===== config.mk =====
export PLATFORM = sky130hd
export DESIGN_NAME = reg_stack
export DESIGN_NICKNAME = d
export VERILOG_FILES = /design/src/rtl/reg_stack_pkg.sv /design/src/rtl/reg_stack_mem.sv /design/src/rtl/reg_stack.sv
export SDC_FILE = /design/constraint.sdc
export NUM_CORES = 1
export LEC_CHECK = 0
export ABC_AREA = 1
export CAP_MARGIN = 30
export CORE_UTILIZATION = 53
export CTS_BUF_LIST = sky130_fd_sc_hd__clkbuf_16
export CTS_CLUSTER_SIZE = 16
export DETAILED_ROUTE_END_ITERATION = 8
export PLACE_DENSITY = 0.75
export SLEW_MARGIN = 20
export SYNTH_ARGS = -nofsm -noshare
export SYNTH_HDL_FRONTEND = slang
export SYNTH_HIERARCHICAL = 1
export SYNTH_SLANG_ARGS = --single-unit

===== constraint.sdc =====
create_clock -name clk -period 2.2 [get_ports clk]
set_input_delay 0.44 -clock clk [delete_from_list [all_inputs] [get_ports clk]]
set_output_delay 0.44 -clock clk [all_outputs]
set_load 0.01 [all_outputs]

===== src/rtl/reg_stack_pkg.sv =====
// Shared defaults, operation encoding and decode helper for the reg_stack LIFO.
package reg_stack_pkg;

   localparam int unsigned STACK_WIDTH = 8;
   localparam int unsigned STACK_DEPTH = 8;

   typedef enum logic [1:0] {
      OP_NOP,
      OP_PUSH,
      OP_POP,
      OP_REPLACE
   } stack_op_t;

   // Map the raw {push,pop} strobes onto a stack operation.
   function automatic stack_op_t decode_op(input logic push, input logic pop);
      stack_op_t op;
      op = OP_NOP;
      case ({push, pop})
         2'b10:   op = OP_PUSH;
         2'b01:   op = OP_POP;
         2'b11:   op = OP_REPLACE;
         default: op = OP_NOP;
      endcase
      return op;
   endfunction

endpackage


===== src/rtl/reg_stack_mem.sv =====
// DEPTH x WIDTH storage for reg_stack: one synchronous write port, async reads, no reset.
// Optional second read port exists only when REG_STACK_PEEK_EN is defined.
module reg_stack_mem #(
   parameter int unsigned WIDTH = 8,
   parameter int unsigned DEPTH = 8,
   parameter int unsigned AW    = $clog2(DEPTH)
) (
   input  logic             clk,
   input  logic             we_i,
   input  logic [AW-1:0]    waddr_i,
   input  logic [WIDTH-1:0] wdata_i,
`ifdef REG_STACK_PEEK_EN
   input  logic [AW-1:0]    peek_raddr_i,
   output logic [WIDTH-1:0] peek_rdata_o,
`endif
   input  logic [AW-1:0]    raddr_i,
   output logic [WIDTH-1:0] rdata_o
);

   logic [WIDTH-1:0] mem_q [DEPTH];

   always_ff @(posedge clk) begin
      if (we_i) begin
         mem_q[waddr_i] <= wdata_i;
      end
   end

   assign rdata_o = mem_q[raddr_i];

`ifdef REG_STACK_PEEK_EN
   assign peek_rdata_o = mem_q[peek_raddr_i];
`endif

endmodule


===== src/rtl/reg_stack.sv =====
// 8-bit LIFO feeding the register stage: registered top-of-stack, count, status and sticky errors.
// Define REG_STACK_PEEK_EN to add the peek_idx/peek_data random-read port.
module reg_stack
   import reg_stack_pkg::*;
#(
   parameter int unsigned WIDTH = STACK_WIDTH,
   parameter int unsigned DEPTH = STACK_DEPTH,
   parameter int unsigned CW    = $clog2(DEPTH) + 1
) (
   input  logic                     clk,
   input  logic                     rst_n,
   input  logic                     push,
   input  logic                     pop,
   input  logic [WIDTH-1:0]         din,
   input  logic                     clr_err,
`ifdef REG_STACK_PEEK_EN
   input  logic [$clog2(DEPTH)-1:0] peek_idx,
   output logic [WIDTH-1:0]         peek_data,
`endif
   output logic [WIDTH-1:0]         dout,
   output logic                     empty,
   output logic                     full,
   output logic [CW-1:0]            count,
   output logic                     ovf,
   output logic                     udf
);

   localparam int unsigned AW = $clog2(DEPTH);

   logic [CW-1:0]    count_q, count_d;
   logic [WIDTH-1:0] dout_q, dout_d;
   logic             empty_q, empty_d;
   logic             full_q, full_d;
   logic             ovf_q, ovf_d;
   logic             udf_q, udf_d;

   stack_op_t        op_c;
   logic             we_c;
   logic [AW-1:0]    waddr_c;
   logic [AW-1:0]    raddr_c;
   logic [WIDTH-1:0] rdata_c;

   assign op_c    = decode_op(push, pop);
   // Entry just below the top; only consumed by a pop with count > 1.
   assign raddr_c = AW'(count_q - CW'(2));

`ifdef REG_STACK_PEEK_EN
   logic [AW-1:0]    peek_raddr_c;
   logic [WIDTH-1:0] peek_rdata_c;

   assign peek_raddr_c = AW'(count_q - CW'(1) - CW'(peek_idx));
   assign peek_data    = (CW'(peek_idx) >= count_q) ? '0 : peek_rdata_c;
`endif

   reg_stack_mem #(
      .WIDTH (WIDTH),
      .DEPTH (DEPTH),
      .AW    (AW)
   ) u_mem (
      .clk          (clk),
      .we_i         (we_c),
      .waddr_i      (waddr_c),
      .wdata_i      (din),
`ifdef REG_STACK_PEEK_EN
      .peek_raddr_i (peek_raddr_c),
      .peek_rdata_o (peek_rdata_c),
`endif
      .raddr_i      (raddr_c),
      .rdata_o      (rdata_c)
   );

   // Operation decode, pointer/count update and sticky error handling.
   always_comb begin
      count_d = count_q;
      dout_d  = dout_q;
      ovf_d   = ovf_q & ~clr_err;
      udf_d   = udf_q & ~clr_err;
      we_c    = 1'b0;
      waddr_c = AW'(count_q);

      case (op_c)
         OP_PUSH: begin
            if (full_q) begin
               ovf_d = 1'b1;
            end else begin
               we_c    = 1'b1;
               count_d = count_q + CW'(1);
               dout_d  = din;
            end
         end
         OP_POP: begin
            if (empty_q) begin
               udf_d = 1'b1;
            end else if (count_q == CW'(1)) begin
               count_d = '0;
               dout_d  = '0;
            end else begin
               count_d = count_q - CW'(1);
               dout_d  = rdata_c;
            end
         end
         OP_REPLACE: begin
            // Replace on an empty stack degrades to a plain push.
            we_c   = 1'b1;
            dout_d = din;
            if (empty_q) begin
               count_d = CW'(1);
            end else begin
               waddr_c = AW'(count_q - CW'(1));
            end
         end
         default: ;
      endcase

      empty_d = (count_d == '0);
      full_d  = (count_d == CW'(DEPTH));
   end

   always_ff @(posedge clk) begin
      if (!rst_n) begin
         count_q <= '0;
         dout_q  <= '0;
         empty_q <= 1'b1;
         full_q  <= 1'b0;
         ovf_q   <= 1'b0;
         udf_q   <= 1'b0;
      end else begin
         count_q <= count_d;
         dout_q  <= dout_d;
         empty_q <= empty_d;
         full_q  <= full_d;
         ovf_q   <= ovf_d;
         udf_q   <= udf_d;
      end
   end

   assign dout  = dout_q;
   assign count = count_q;
   assign empty = empty_q;
   assign full  = full_q;
   assign ovf   = ovf_q;
   assign udf   = udf_q;

endmodule


# Word level (Yosys, flattened, before mapping)
# Memory sizes are Yosys's and may differ from the RTL's.
# Index checks and enable logic that the tools add are counted.
# W data, S select, Z words.
[classes] reduce_logical=3 mux=20 bitwise_logic=3 n_eq_ne=10 add_sub_neg=3
[op_table] cell="$mux W8" count=3
[op_table] cell="$pmux W8 S3" count=1
[op_table] cell="$mux W4" count=4
[op_table] cell="$pmux W4 S3" count=1
[op_table] cell="$eq A2 B2 Y1 const B" count=4
[op_table] cell="$mux W1" count=7
[op_table] cell="$mux W3" count=2
[op_table] cell="$pmux W2 S3" count=1
[op_table] cell="$add A4 B1 Y4 const B" count=1
[op_table] cell="$eq A2 B1 Y1 const B" count=2
[op_table] cell="$eq A4 B1 Y1 const B" count=1
[op_table] cell="$eq A4 B4 Y1 const B" count=1
[op_table] cell="$logic_not A4 Y1" count=1
[op_table] cell="$ne A2 B2 Y1 const B" count=2
[op_table] cell="$sub A4 B1 Y4 const B" count=1
[op_table] cell="$reduce_and A3 Y1" count=1
[op_table] cell="$reduce_bool A3 Y1" count=1
[op_table] cell="$sub A3 B2 Y3 const B" count=1
[op_table] cell="$and A1 B1 Y1" count=2
[op_table] cell="$pmux W1 S2" count=1
[op_table] cell="$not A1 Y1" count=1
[totals] n_memories=1 inputBits=13 register_bits=16 output_inout_bits=16 elab_cells=46 mem_bits_rw=64
[memory_table] name="u_mem.mem_q" words=8 width=8 read_ports=1 rd_clocked_by_memory_dff=0 wr=1 line_no="reg_stack_mem.sv:20" source="logic [WIDTH-1:0] mem_q [DEPTH];"

# Logic depth before layout (Yosys ltp)
# Gate-level depths: netlist (run 1).
[logic_depth] ltp_word=6 mapped_depth=13 depth_no_buf=12

# Hierarchy
# Netlist (run 1), hierarchy kept.
[by_module_without_submodules] mod="reg_stack_mem" instances=1 cells_each=295 area_per_inst_um2=2890.3 seq_area_each_um2=1921.8
[by_module_without_submodules] mod="reg_stack" instances=1 cells_each=154 area_per_inst_um2=1013.5 seq_area_each_um2=320.3

# Least setup slack after synthesis (run 1)
# No wires, ideal clock.
[synth_path] kind="register to register" from="register count_q[0], in the netlist count[0]" to="memory u_mem.mem_q[4][0], enable pin" synth_period_minus_slack_ns=2.043 required_time_ns=1.830 setup_slack_ns=0.157 t_arrival_ns=1.673 stages_incl_launch_ff=10 setup_ns=0.370 path_buffers=1 cell_sequence="dfxtp_1 buf_2 inv_1 ha_1 inv_1 nand2_1 o21ai_0 inv_1 nand2_1 nor2_1"
[synth_between] elab_chain_len=3
[synth_rtl] element="start: declaration" line_no="reg_stack.sv:30" source="logic [CW-1:0] count_q, count_d;"
[synth_rtl] element="start signal: assignment" line_no="reg_stack.sv:128" source="count_q <= count_d;"
[synth_rtl] element="$sub A4 B1 Y4" line_no="reg_stack.sv:109" source="waddr_c = AW'(count_q - CW'(1));"
[synth_rtl] element="$mux W3" line_no="reg_stack.sv:106" source="if (empty_q) begin"
[synth_rtl] element="$mux W3" line_no="reg_stack.sv:81" source="case (op_c)"
[synth_rtl] element="named net waddr_c[1]" line_no="reg_stack.sv:39" source="logic [AW-1:0] waddr_c;"
[synth_rtl] element="end: declaration" line_no="reg_stack_mem.sv:20"
# The timed path passes the listed nets, and every way through them passes these cells.

# Worst setup path in the final report (run 1)
[layout_path] from="register count_q[0], in the netlist count[0]" to="output port count[0]"
[layout_lines] element="end: declaration" line_no="reg_stack.sv:23" source="output logic [CW-1:0] count,"
# No word-level cell between the ends.

==> key figures, run 1 <==
Clock network
  • Post-cts resize count: 0
  • CTS tree: yes
  • TritonCTS buffer count: 9
  • CTS hold repair buffers: 0
  • H-tree depth: 3
  • Clk Latency, worst-skew pair: 0.33 ns
  • Clock-pin transition on the worst setup and hold timing paths: 0.06 ns
  • Setup Buffers After CTS: 0
  • Root buffer cell: clkbuf_16
  • Clock sink count: 80
  • CTS Buffer Depth: 2

Setup path
  • Critical path type: flop to output pin
  • Reg-to-reg startpoint: count[1]$_SDFF_PN0_
  • Startpoint types: flop
  • Worst-path fanout max: 28
  • Worst r2r dst: u_mem/mem_q[6][2]$_DFFE_PP_
  • Register-to-Register Path Depth: 10
  • Critical path cell sequence: buf_4 -> clkdlybuf4s50_1
  • Crit path largest cell delay: 0.60 ns
  • Crit path from: count[0]$_SDFF_PN0_
  • Slowest cell on the critical path: clkdlybuf4s50_1
  • Critical Path AT: 1.59 ns
  • Reg2reg setup slack: 0.25 ns
  • Worst Path Required: 1.76 ns
  • Critical Path End: count[0]
  • CP Capture Type: output pin

Detailed routing
  • Routed Antenna Nets: 0
  • Residual DRC: 0
  • Vias: 3040
  • Router iterations before antenna repair: 5
  • Routed length per placed instance: 14.9 um
  • Post-Route WL: 8.85 mm
  • DRT iter0 DRCs: 338
  • Vias per inst: 5.12

Logic synthesis
  • Multiplexer area fraction after synthesis: 0
  • Syn Inst Count: 449
  • YS warnings: 6
  • Synth Area in XOR/XNOR: 0
  • Simple-Gate Fraction of Synth Area: 0.242
  • Number of synthesized register bits: 80
  • Unique masters post-synth: 22
  • Mapped Nets: 469
  • Largest family of logic cells by synthesized area: simple AND/OR/NAND/NOR gates
  • Syn Area/Cell: 8.69 sq um
  • Adder-Cell Fraction of Synth Area: 0.0224
  • Sequential area share after synthesis: 0.574
  • Mapped Area: 3900 sq um
  • Compound-Gate Fraction of Synth Area: 0.0474

Timing
  • Clk_skew: 0.00457 ns
  • Hold slack final: 0.464 ns
  • RSZ-0062 raised after global routing: no
  • Setup TNS Final: 0 ns
  • Final period util: 0.925
  • Final Hold Fails: 0
  • Worst-Margin Slew: 0.528 ns
  • Relative max-transition margin: 0.647
  • Crit path time final: 2.03 ns
  • Slew Limit Fails: 0
  • Worst Slack Setup Final: 0.166 ns
  • Finish-stage setup viols: 0
  • Peak Freq: 492 MHz

Place
  • I/O Buffers: 28
  • Post-DP HPWL: 6.02 mm
  • Routability Congestion: 0.935
  • Post-Place Worst Slack: -0.0142 ns
  • DP Area: 4330 sq um

Die
  • # IOs: 29
  • Rows: 30
  • Die Wd: 87.8 um
  • Die Area: 7710 sq um
  • Die height: 87.8 um
  • Starting Density: 0.562
  • Core area: 6940 sq um

Global routing
  • GRT Total Usage: 0.251
  • Gr ovfl total: 0
  • Global-route wire length before repair: 14.1 mm
  • Antenna violations before repair: 0
  • Largest net degree at the start of global routing: 33
  • Vias in the first global route: 2843

Flow run
  • Max Cap Viol: 0

Cells and area
  • Area growth from synthesis to layout: 19.7%
  • Layout fillers: 567
  • Commonest non-fill, non-tap cell in the layout: nand2_1
  • FF+latch area: 2240 sq um
  • Design area: 4670 sq um
  • NumNets Final: 513
  • Multi-input logic area: 1220 sq um
  • Layout cell share with drive strength beyond 1: 0.0884
  • Most frequent cells in the layout: 156 x nand2_1, 85 x inv_1, 64 x edfxtp_1
  • Antenna diodes: 0

Power
  • Gate power share: 0.182
  • Pleak: 2.14 nW
  • Net load switching power: 1.10 mW
  • Design Power: 4.19 mW
  • Max rail drop VDD: 448 uV
  • Cell area power density: 896 nW/um^2
  • Pint: 3.09 mW
  • Clock Power Share: 0.394
  • Sw Share: 0.262
  • Sequential Power Share: 0.424

Run status
  • Status: completed

Hold path
  • Worst hold start: ovf$_SDFF_PN0_
  • Hold Crit Class: flop to flop
registers in the layout, summed over array words and instances, names as in the netlist:
| name | cells |
|---|---|
| u_mem/mem_q | 64 |
| dout | 8 |
| count | 4 |
| empty | 1 |
| full | 1 |
| ovf | 1 |
| udf | 1 |
critical path, delay by kind of cell (launching register included):
| kind | cells | cell delay, ns |
|---|---|---|
| buffers and inverters | 2 | 0.92 |
| flip-flops | 1 | 0.32 |
cells by family (layout without fill, tap and decap cells):
group / after synthesis / count (layout)
AOI/OAI and AO/OA: 34 / 34
adders and majority gates: 7 / 7
buffers and inverters: 101 / 150
DFF: 80 / 80
and+or+nand+nor: 227 / 227
power groups by stage:
| stage | clock (mW) | sequential [mW] | combinational (mW) |
|---|---|---|---|
| after floorplan | 0 | 1.82 | 0.478 |
| after global placement | 0 | 1.80 | 0.731 |
| after detailed placement | 0 | 1.81 | 0.742 |
| after CTS | 1.67 | 1.78 | 0.757 |
| after global routing | 1.73 | 1.78 | 0.845 |
| final | 1.65 | 1.78 | 0.762 |
layout make-up:
type	instances	area share
clock buffers	12	0.0642
clock inverters	4	0.00937
inverters	87	0.0704
multi-input cells	268	0.260
flip-flops and latches	80	0.480
well taps	96	0.0257
repair buffers	47	0.0905
metal layers:
| layer | share of wire | vias up | track usage |
|---|---|---|---|
| li1 | - | 1499 | - |
| met1 | 0.44 | 1407 | 0.332 |
| met2 | 0.48 | 111 | 0.400 |
| met3 | 0.055 | 23 | 0.0471 |
| met4 | 0.025 | 0 | 0.124 |
| met5 | 0 | - | 0 |
synth_stat cells:
library cell / number / area share
inv_4: 1 / 0.0016
inv_1: 84 / 0.081
nand3_1: 40 / 0.051
edfxtp_1: 64 / 0.49
buf_6: 6 / 0.017
ha_1: 7 / 0.022
dfxtp_1: 16 / 0.082
nor2_1: 20 / 0.019
inv_2: 2 / 0.0019
o21ai_2: 1 / 0.0022
buf_4: 4 / 0.0077
nor2_2: 3 / 0.0048
nor3_1: 1 / 0.0013
a21oi_1: 21 / 0.027
clkbuf_1: 1 / 0.00096
a21oi_4: 1 / 0.0042
nand4_1: 4 / 0.0064
buf_2: 3 / 0.0038
nand2_1: 156 / 0.15
nand2_4: 2 / 0.0058
o21ai_0: 11 / 0.014
nor2_4: 1 / 0.0029
stage by stage:
step | instances | utilization
6_report | 594 | 0.673
5_1_grt | 594 | 0.673
4_1_cts | 594 | 0.673
3_5_place_dp | 578 | 0.624
3_3_place_gp | 578 | 0.624
2_1_floorplan | 449 | -
worst min-delay path by stage:
stage / endpoint / cells past startpoint
after floorplan: ovf$_SDFF_PN0_ / 2
after global placement: ovf$_SDFF_PN0_ / 2
after detailed placement: ovf$_SDFF_PN0_ / 2
after CTS: ovf$_SDFF_PN0_ / 2
after global routing: ovf$_SDFF_PN0_ / 2
final: ovf$_SDFF_PN0_ / 2
(Power assumes the default switching activity.)
==> run 2, diff against run 1 <==
--- a/config.mk
+++ b/config.mk
@@ -12,6 +12,7 @@
 export CTS_CLUSTER_SIZE = 16
 export DETAILED_ROUTE_END_ITERATION = 8
 export PLACE_DENSITY = 0.75
+export REMOVE_ABC_BUFFERS = 1
 export SLEW_MARGIN = 20
 export SYNTH_ARGS = -nofsm -noshare
 export SYNTH_HDL_FRONTEND = slang
==> key figures, run 2 (synthesized netlist as in run 1, its figures left out) <==
Cells and area
  • Commonest non-fill, non-tap cell in the layout: nand2_1
  • Most frequent cells in the layout: 156 x nand2_1, 84 x inv_1, 64 x edfxtp_1
  • Largest register by flop count: u_mem/mem_q
  • Antenna diodes: 0
  • Max reg flops: 64
  • Area growth from synthesis to layout: 19.7%
  • Layout cell share with drive strength beyond 1: 0.0960
  • NumNets Final: 515

Detailed routing
  • Metal3 WL: 717 um
  • Top layer in use: met4
  • Post-Route WL: 8.82 mm
  • Routed length per placed instance: 14.8 um
  • Routed Antenna Nets: 0
  • Wl on met1: 3.83 mm
  • Residual DRC: 0
  • DRT iter0 DRCs: 279
  • Met2 WL: 4.12 mm
  • Vias per inst: 5.17
  • Router iterations before antenna repair: 5
  • Vias: 3083

Place
  • Routability Congestion: 0.924
  • I/O Buffers: 28
  • Post-DP HPWL: 6.07 mm

Die
  • Core area: 6940 sq um
  • Rows: 30
  • Die Area: 7710 sq um
  • Starting Density: 0.562
  • Die height: 87.8 um
  • Die Wd: 87.8 um
  • # IOs: 29

Timing
  • Clk_skew: 0.00473 ns
  • Relative max-transition margin: 0.695
  • Final Hold Fails: 0
  • Finish-stage setup viols: 0
  • Hold slack final: 0.466 ns
  • Slew Limit Fails: 0
  • Final period util: 0.934
  • Peak Freq: 487 MHz
  • Worst-Margin Slew: 0.456 ns
  • Crit path time final: 2.05 ns
  • RSZ-0062 raised after global routing: no

Global routing
  • Vias in the first global route: 2930
  • Gr ovfl total: 0
  • GRT Total Usage: 0.259
  • Antenna violations before repair: 0
  • Global-route wire length before repair: 14.4 mm
  • Largest net degree at the start of global routing: 33

Hold path
  • Hold Path Stages: 2
  • Hold endpoint: ovf$_SDFF_PN0_
  • Worst hold start: ovf$_SDFF_PN0_
  • Hold Crit Class: flop to flop

Setup path
  • Reg-to-reg startpoint: count[1]$_SDFF_PN0_
  • Critical path type: flop to output pin
  • CP Capture Type: output pin
  • Critical Path AT: 1.61 ns
  • Worst r2r dst: u_mem/mem_q[4][4]$_DFFE_PP_
  • Reg2reg setup slack: 0.35 ns
  • Worst-path fanout max: 29
  • Register-to-Register Path Depth: 9
  • Worst Path Required: 1.76 ns
  • Startpoint types: flop

Power
  • Pleak: 2.13 nW
  • Cell area power density: 888 nW/um^2
  • Max rail drop VDD: 493 uV
  • Design Power: 4.15 mW

Clock network
  • Post-cts resize count: 0
  • Clock sink count: 80
  • Root buffer cell: clkbuf_16
  • Setup Buffers After CTS: 0
  • TritonCTS buffer count: 9
  • H-tree depth: 3
  • Clk Latency, worst-skew pair: 0.33 ns
  • CTS tree: yes
  • CTS hold repair buffers: 0
  • Clock-pin transition on the worst setup and hold timing paths: 0.06 ns
  • CTS Buffer Depth: 2

Flow run
  • Max Cap Viol: 0

Run status
  • Status: completed
[run 2: layer usage]
metal  up-vias  global-route usage
li1       1501                   -
met1      1433               0.361
met2       131               0.414
met3        18              0.0424
met4         0              0.0894
met5         -                   0
[run 2: area by class of cell]
| type | instances | area [sq um] |
|---|---|---|
| tap | 96 | 120 |
| inverter | 87 | 329 |
| timing repair buffer | 49 | 438 |
| multi-input combinational | 268 | 1220 |
| fill | 538 | 2270 |
| clock inverter | 7 | 104 |
| clock buffer | 9 | 225 |
| sequential | 80 | 2240 |
[run 2: power breakdown]
part | switching, mW | internal [mW] | leakage [nW]
sequential | 0.0387 | 1.74 | 0.715
clock | 0.601 | 1.01 | 0.154
combinational | 0.488 | 0.275 | 1.27
[run 2: stage by stage]
| step | TNS, ns | worst slack, ns | std cells | utilization | area (sq um) |
|---|---|---|---|---|---|
| floorplan | -33.33 | -0.546 | 435 | - | 3790 |
| global placement | 0 | 0.0651 | 580 | 0.626 | 4350 |
| detailed placement | 0 | 0.0268 | 580 | 0.626 | 4350 |
| CTS | 0 | 0.140 | 596 | 0.673 | 4670 |
| global route | 0 | 0.0688 | 596 | 0.673 | 4670 |
| finish | 0 | 0.146 | 596 | 0.673 | 4670 |
[run 2: how the worst max path moves through the flow]
stage | from | to | depth (start not counted)
5_1_grt | count[0]$_SDFF_PN0_ | count[0] | 2
2_1_floorplan | count[0]$_SDFF_PN0_ | u_mem/mem_q[4][0]$_DFFE_PP_ | 8
3_5_place_dp | push | u_mem/mem_q[4][1]$_DFFE_PP_ | 8
6_report | count[0]$_SDFF_PN0_ | count[0] | 2
4_1_cts | count[0]$_SDFF_PN0_ | count[0] | 2
3_3_place_gp | push | u_mem/mem_q[4][4]$_DFFE_PP_ | 8
[run 2: worst max-delay path, stage by stage, from the launching register on]
cell and delay [ns]:
dfxtp_1 0.33, buf_4 0.34, clkdlybuf4s50_1 0.61
